File: src/rtl/spi_flash_seq.sv
// rtl/spi_flash_seq.sv - 0x03 READ command sequencer driving the SPI master register bus
module spi_flash_seq #(
    parameter logic [31:0] SPI_BASE     = 32'h0000_0000,
    parameter logic [2:0]  CLK_DIV      = 3'd2,
    parameter logic [15:0] POLL_TIMEOUT = 16'd4096
) (
    input  logic        clk,
    input  logic        rst_n,
    input  logic        cmd_valid,
    output logic        cmd_ready,
    input  logic [23:0] cmd_addr,
    input  logic [7:0]  cmd_len,
    output logic        rd_valid,
    input  logic        rd_ready,
    output logic [7:0]  rd_data,
    output logic        rd_last,
    output logic        done,
    output logic        err,
    output logic        busy,
    output logic        req_valid,
    output logic        req_write,
    output logic [31:0] req_addr,
    output logic [31:0] req_wdata,
    output logic [3:0]  req_wstrb,
    input  logic [31:0] rdata
);

    localparam logic [2:0] S_IDLE   = 3'd0;
    localparam logic [2:0] S_CS_ON  = 3'd1;
    localparam logic [2:0] S_TX_WR  = 3'd2;
    localparam logic [2:0] S_POLL   = 3'd3;
    localparam logic [2:0] S_RX_RD  = 3'd4;
    localparam logic [2:0] S_OUT    = 3'd5;
    localparam logic [2:0] S_CS_OFF = 3'd6;
    localparam logic [2:0] S_FIN    = 3'd7;

    localparam logic [31:0] OFF_CTRL   = 32'h0000_0000;
    localparam logic [31:0] OFF_STATUS = 32'h0000_0004;
    localparam logic [31:0] OFF_TXDATA = 32'h0000_0008;
    localparam logic [31:0] OFF_RXDATA = 32'h0000_000C;

    // CTRL: bit 8 cs_force, bits 3:1 clock divider, bit 0 enable
    localparam logic [31:0] CTRL_CS_ON  = {23'd0, 1'b1, 4'd0, CLK_DIV, 1'b1};
    localparam logic [31:0] CTRL_CS_OFF = {23'd0, 1'b0, 4'd0, CLK_DIV, 1'b1};

    localparam logic [15:0] POLL_LAST = POLL_TIMEOUT - 16'd1;

    logic [2:0]  state_q, state_d;
    logic [23:0] addr_q, addr_d;
    logic [8:0]  idx_q, idx_d;      // index of the byte on the wire, header included
    logic [8:0]  fin_idx_q, fin_idx_d;  // 4 + data byte count
    logic [15:0] poll_q, poll_d;
    logic        err_q, err_d;
    logic [7:0]  data_q, data_d;
    logic [7:0]  tx_byte;
    logic        rx_ok;
    logic        rdata_unused;

    assign rdata_unused = ^rdata[31:8];
    assign rx_ok        = rdata[1] && !rdata[0];

    // Byte to shift out for the current index: opcode, address MSB first, then dummy bytes
    always_comb begin
        tx_byte = 8'h00;
        case (idx_q)
            9'd0:    tx_byte = 8'h03;
            9'd1:    tx_byte = addr_q[23:16];
            9'd2:    tx_byte = addr_q[15:8];
            9'd3:    tx_byte = addr_q[7:0];
            default: tx_byte = 8'h00;
        endcase
    end

    // Next-state and datapath updates of the sequencer
    always_comb begin
        state_d   = state_q;
        addr_d    = addr_q;
        idx_d     = idx_q;
        fin_idx_d = fin_idx_q;
        poll_d    = poll_q;
        err_d     = err_q;
        data_d    = data_q;
        case (state_q)
            S_IDLE: begin
                if (cmd_valid) begin
                    addr_d    = cmd_addr;
                    idx_d     = 9'd0;
                    fin_idx_d = (cmd_len == 8'd0) ? 9'd260 : ({1'b0, cmd_len} + 9'd4);
                    err_d     = 1'b0;
                    state_d   = S_CS_ON;
                end
            end
            S_CS_ON: state_d = S_TX_WR;
            S_TX_WR: begin
                poll_d  = 16'd0;
                state_d = S_POLL;
            end
            S_POLL: begin
                if (rx_ok) begin
                    state_d = S_RX_RD;
                end else if (poll_q == POLL_LAST) begin
                    err_d   = 1'b1;
                    state_d = S_CS_OFF;
                end else begin
                    poll_d = poll_q + 16'd1;
                end
            end
            S_RX_RD: begin
                idx_d = idx_q + 9'd1;
                if (idx_q < 9'd4) begin
                    // header echo bytes carry no flash data; at least one data byte always follows
                    state_d = S_TX_WR;
                end else begin
                    data_d  = rdata[7:0];
                    state_d = S_OUT;
                end
            end
            S_OUT: begin
                if (rd_ready) begin
                    state_d = (idx_q == fin_idx_q) ? S_CS_OFF : S_TX_WR;
                end
            end
            S_CS_OFF: state_d = S_FIN;
            S_FIN: begin
                err_d   = 1'b0;
                state_d = S_IDLE;
            end
            default: state_d = S_IDLE;
        endcase
    end

    // Register stage with synchronous active-low reset
    always_ff @(posedge clk) begin
        if (!rst_n) begin
            state_q   <= S_IDLE;
            addr_q    <= 24'd0;
            idx_q     <= 9'd0;
            fin_idx_q <= 9'd0;
            poll_q    <= 16'd0;
            err_q     <= 1'b0;
            data_q    <= 8'd0;
        end else begin
            state_q   <= state_d;
            addr_q    <= addr_d;
            idx_q     <= idx_d;
            fin_idx_q <= fin_idx_d;
            poll_q    <= poll_d;
            err_q     <= err_d;
            data_q    <= data_d;
        end
    end

    // Register-bus access issued in the current state, at most one per cycle
    always_comb begin
        req_valid = 1'b0;
        req_write = 1'b0;
        req_addr  = SPI_BASE;
        req_wdata = 32'd0;
        req_wstrb = 4'h0;
        case (state_q)
            S_CS_ON: begin
                req_valid = 1'b1;
                req_write = 1'b1;
                req_addr  = SPI_BASE + OFF_CTRL;
                req_wdata = CTRL_CS_ON;
                req_wstrb = 4'hF;
            end
            S_TX_WR: begin
                req_valid = 1'b1;
                req_write = 1'b1;
                req_addr  = SPI_BASE + OFF_TXDATA;
                req_wdata = {24'd0, tx_byte};
                req_wstrb = 4'hF;
            end
            S_POLL: begin
                req_valid = 1'b1;
                req_addr  = SPI_BASE + OFF_STATUS;
            end
            S_RX_RD: begin
                req_valid = 1'b1;
                req_addr  = SPI_BASE + OFF_RXDATA;
            end
            S_CS_OFF: begin
                req_valid = 1'b1;
                req_write = 1'b1;
                req_addr  = SPI_BASE + OFF_CTRL;
                req_wdata = CTRL_CS_OFF;
                req_wstrb = 4'hF;
            end
            default: ;
        endcase
    end

    // cmd_ready is held low while reset is asserted so nothing is accepted in that cycle
    assign cmd_ready = rst_n && (state_q == S_IDLE);
    assign busy      = (state_q != S_IDLE) && (state_q != S_FIN);
    assign rd_valid  = (state_q == S_OUT);
    assign rd_last   = rd_valid && (idx_q == fin_idx_q);
    assign rd_data   = data_q;
    assign done      = (state_q == S_FIN);
    assign err       = done && err_q;

endmodule

File: config.mk
export PLATFORM = sky130hd
export DESIGN_NAME = spi_flash_seq
export DESIGN_NICKNAME = d
export VERILOG_FILES = /design/src/rtl/spi_flash_seq.sv
export SDC_FILE = /design/constraint.sdc
export NUM_CORES = 1
export LEC_CHECK = 0
export ABC_CLOCK_PERIOD_IN_PS = 3000
export CAP_MARGIN = 0
export CORE_ASPECT_RATIO = 1.1
export CORE_MARGIN = 3
export CORE_UTILIZATION = 48
export DETAILED_ROUTE_END_ITERATION = 16
export GPL_TIMING_DRIVEN = 0
export PLACE_DENSITY = 0.87
export SLEW_MARGIN = 5
export SYNTH_ARGS = -nofsm -noshare
export SYNTH_HDL_FRONTEND = slang
export SYNTH_SLANG_ARGS = --single-unit
export TNS_END_PERCENT = 30
File: constraint.sdc
create_clock -name clk -period 3 [get_ports clk]
set_input_delay 0.45 -clock clk [delete_from_list [all_inputs] [get_ports clk]]
set_output_delay 0.45 -clock clk [all_outputs]
set_load 0.01 [all_outputs]
# After elaboration in Yosys (flattened, before gate mapping)
# Index checks and enable logic that the tools add are counted.
# classes
eq_ne	19
mux	23
bitwise	1
magnitude_cmp	1
reduce_logical	21
addsub	3
# op_table
operator	n
16-bit two-way mux	2
16-bit one-hot mux with 2 select lines	1
8-bit one-hot mux with 4 select lines	1
9-bit one-hot mux with 3 select lines	1
3-bit one-hot mux with 8 select lines	1
9-bit by 2-bit == test with 1-bit output, second input constant	2
3-bit two-way mux	6
9-bit two-way mux	2
9-bit one-hot mux with 2 select lines	1
16-bit by 1-bit adder with 16-bit output, second input constant	1
16-bit by 12-bit == test with 1-bit output, second input constant	1
3-bit == test, second input constant	4
4-bit one-hot mux with 3 select lines	1
8-bit by 3-bit adder with 9-bit output, second input constant	1
9-bit by 1-bit adder with 9-bit output, second input constant	1
9-bit by 1-bit == test with 1-bit output, second input constant	1
9-bit == test	1
9-bit zero test	1
9-bit by 3-bit < comparator with 1-bit output, second input constant	1
8-bit zero test	1
2-bit inequality test, second input constant	4
3-bit by 2-bit == test with 1-bit output, second input constant	2
3-bit inequality test, second input constant	2
2-bit AND reduction	3
15 further kinds	26
# totals
ff_bits	70
output_inout_bits	84
wordCells	75
inputBits	68

# Depth between registers and ports, before layout
# depth
ltp_word	4
mapped_depth	7

# Worst setup path before layout
# Ideal clock, no wire load.
# synth_path
kind	register to output
from	reg idx_q[0]
to	out req_wdata[3]
path_stages_with_launch	7
t_arrival_ns	1.638
path_buffers	1
path_slack_ns	0.912
cell_sequence	dfxtp_1 > inv_1 > ha_1 > clkbuf_1 > or4_1 > nand3_1 > nor2_1
# synth_between
elab_chain_len	3
elab_cells_between_ends	6
cone_classes	3 x eq/ne; 2 x mux; 1 x reduce/logical
# synth_rtl
element	line_no	rtl
start: declaration	50	logic [8:0] idx_q, idx_d;
start signal: assignment	145	idx_q <= idx_d;
9-bit by 2-bit == test with 1-bit output, or another cell as far along	65	case (idx_q)
8-bit one-hot mux with 4 select lines *	65	
9-bit one-hot mux with 3 select lines *	160	case (state_q)
end: declaration	23	output logic [31:0] req_wdata,
# Every way passes the cells marked *; elsewhere a longest branch is shown, timed or not.

# Worst setup path in the final report
# layout_path
from	reg idx_q[3]
to	out req_wdata[1]
# The elaborated chain is that of the path after synthesis.

==> results_dict.tcl <==
set metrics [dict create \
    swShare_pct 28.7 \
    finalCritPeriodShare_pct 97.0 \
    yosysUniqueCellTypes 57 \
    die-width_um 92.6 \
    wl_met1_mm 3.89 \
    initial_utilization_pct 49.7 \
    dp_cells 729 \
    hold_viol 0 \
    drv_slew 0 \
    groute.usage.overall_pct 21.3 \
    period_needed_ps 2910 \
    worst_slew_pin_slew_ps 765 \
    routabilityCongestion 0.908 \
    die_area_sq_mm 0.00937 \
    grt_max_degree 13 \
    wl_met2_mm 5.19 \
    syn_area_sq_mm 0.00396 \
    p_switching_mw 0.649 \
    maxCapViolCount 0 \
    p_per_area_mw_per_mm2 431 \
    end_kind "output port" \
    ir_drop_mv 0.274 \
    rows 34 \
    final_cells 743 \
    ys.flop_type "dfxtp_1" \
    place_ws_ps -181 \
    tritoncts "yes" \
    hpwlAfterDp_mm 7.65 \
    clk_path_buf_depth 2 \
    drc 0 \
    hold_ws_ps 459 \
    drive_gt1_share_pct 16.2 \
    syn2layout_area_growth_pct 32.6 \
    synthCells 495 \
    grt_pass1_wl_mm 16.2 \
    arrival_ps 2460 \
    synth_edf_count 0 \
    overflow 0 \
    fmaxAchievable_ghz 0.344 \
    clock-skew-final_ps 7.96 \
    diodes 0 \
    setup_tns_ps 0 \
    final_nets 705 \
    wl_per_cell_um 13.6 \
    critical_path_class "reg -> out" \
    cts_buffers 9 \
    vias_per_cell 5.18 \
    critPathRequiredTime_ps 2550 \
    io-pin-count 152 \
    insertion_delay_ps 350 \
    dr.pass1.iters 7 \
    ys_warn_count 0 \
    ys_ff_latch 70 \
    dieHeight_um 101 \
    fp.coreArea_sq_mm 0.00796 \
    cts-root-buf "clkbuf_8" \
    crit_path_start_kind "flip-flop" \
    ant_nets 0 \
    status "finished clean" \
    ys_seq_area_share_pct 35.4 \
    p_comb_share_pct 21.6 \
    p_int_mw 1.61 \
    slew_headroom_pct 48.9 \
    vias 3847 \
    cts_max_level 3 \
    fillerInstances 696 \
    mostFrequentLayoutCells "nand2_1, clkdlybuf4s50_1, dfxtp_1, buf_4" \
    clkPwrFrac_pct 34.1 \
    io_buffers 74 \
    drt_iter0_drc 235 \
    crit_fanout 9 \
    antenna_found_initial 0 \
    route.top_layer_used "met4" \
    setup_viol 0 \
    regArea_sq_mm 0.00140 \
    grt_pass1_vias 3609 \
    synthArstFlopShare_pct 0 \
    hold_buffers 0 \
    multi_input_area_sq_mm 0.00217 \
    wl_mm 10.1 \
    min_path_type "reg -> reg" \
    power_frac_seq_pct 44.3 \
    cts_sinks 70 \
    p_total_mw 2.26 \
    leakagePower_nw 2.09 \
    synth.avg_cell_area_sq_um 8.00 \
    clk_pin_slew_ps 80 \
    setup_slack_ps 90.6 \
    wl_met3_um 769 \
]
[flip-flops by register name (all words and copies together), names as in the netlist]
signal,flops
addr_q,24
poll_q,16
fin_idx_q,9
idx_q,9
rd_data,8
state_q,3
err_q,1
[metal layers]
| metal | vias to the layer above | GRT usage [%] |
|---|---|---|
| met5 | - | 0 |
| met4 | 0 | 9.49 |
| met3 | 24 | 5.50 |
| met2 | 161 | 38.1 |
| met1 | 1759 | 23.7 |
| li1 | 1903 | - |
[power groups by stage]
stage	Clock (mW)	Combinational, mW	Sequential (mW)
3_5_place_dp	0	0.483	1.02
4_1_cts	0.778	0.485	1.00
5_1_grt	0.814	0.540	1.00
6_report	0.772	0.490	1.00
3_3_place_gp	0	0.473	1.02
2_1_floorplan	0	0.301	1.01
[metrics by stage]
step / instance area (sq um) / util, %
final: 5250 / 66.0
after global routing: 5250 / 66.0
after CTS: 5240 / 65.9
after detailed placement: 5030 / 63.2
after global placement: 5030 / 63.2
after floorplan: 4150 / -
[logic make-up after synthesis]
logic type	synth area share (%)
buf+inv	15.3
fa+ha+maj	2.21
simple gates	23.6
other cells	0.0948
flops	35.4
xor+xnor	2.88
mux	2.31
compound gates	18.2
[synthesized netlist by cell type, drive strengths merged (2+ instances only)]
library cell	n	area, sq um
nor2	32	120
nor4	7	56.3
o21ai	18	93.8
a21oi	54	282
a22oi	4	30.0
inv	11	41.3
o21a	7	52.6
nand4	6	37.5
or3	9	56.3
or4	12	93.8
ha	7	87.6
buf	66	480
or4b	2	20.0
nor3	8	40.0
nand2	73	274
xor2	11	96.3
nor2b	2	12.5
xnor2	2	17.5
nand2b	3	26.3
dfxtp	70	1400
mux2i	8	80.1
nor3b	2	15.0
a31oi	3	33.8
and2	3	18.8
and4	4	35.0
a222oi	6	60.1
clkbuf	21	78.8
o31ai	11	82.6
nand3	15	75.1
[worst paths after layout]
check,startpoint,endpoint,slack [ps],cells after the start
worst min-delay path,addr_q[0],addr_q[0],460,2
worst min register to register,addr_q[0],addr_q[0],460,2
worst max register to register,state_q[2],rd_data[2],990,6
worst max-delay path,idx_q[3],req_wdata[1],90,6
[final cells by class]
class,count,share of cell area [%]
clock inverter,6,1.17
sequential,70,26.7
inverter,12,0.858
tap,108,2.57
buffer,84,10.5
multi-input combinational,378,41.3
timing repair buffer,75,14.2
clock buffer,10,2.62
[critical path, stage by stage (launching register included)]
cell             delay [ps]
dfxtp_1                 300
clkbuf_1                220
nor4_4                  440
and2_1                  220
nand3_2                 150
a21oi_1                 210
clkdlybuf4s50_1         570
[timing repair]
action                     4_1_cts  5_1_grt
gates resized for setup          7        3
pin swaps                        0        1
buffers inserted                 0        1
setup endpoints to repair        9        8
Note: power is estimated with default switching activity, not from simulation.
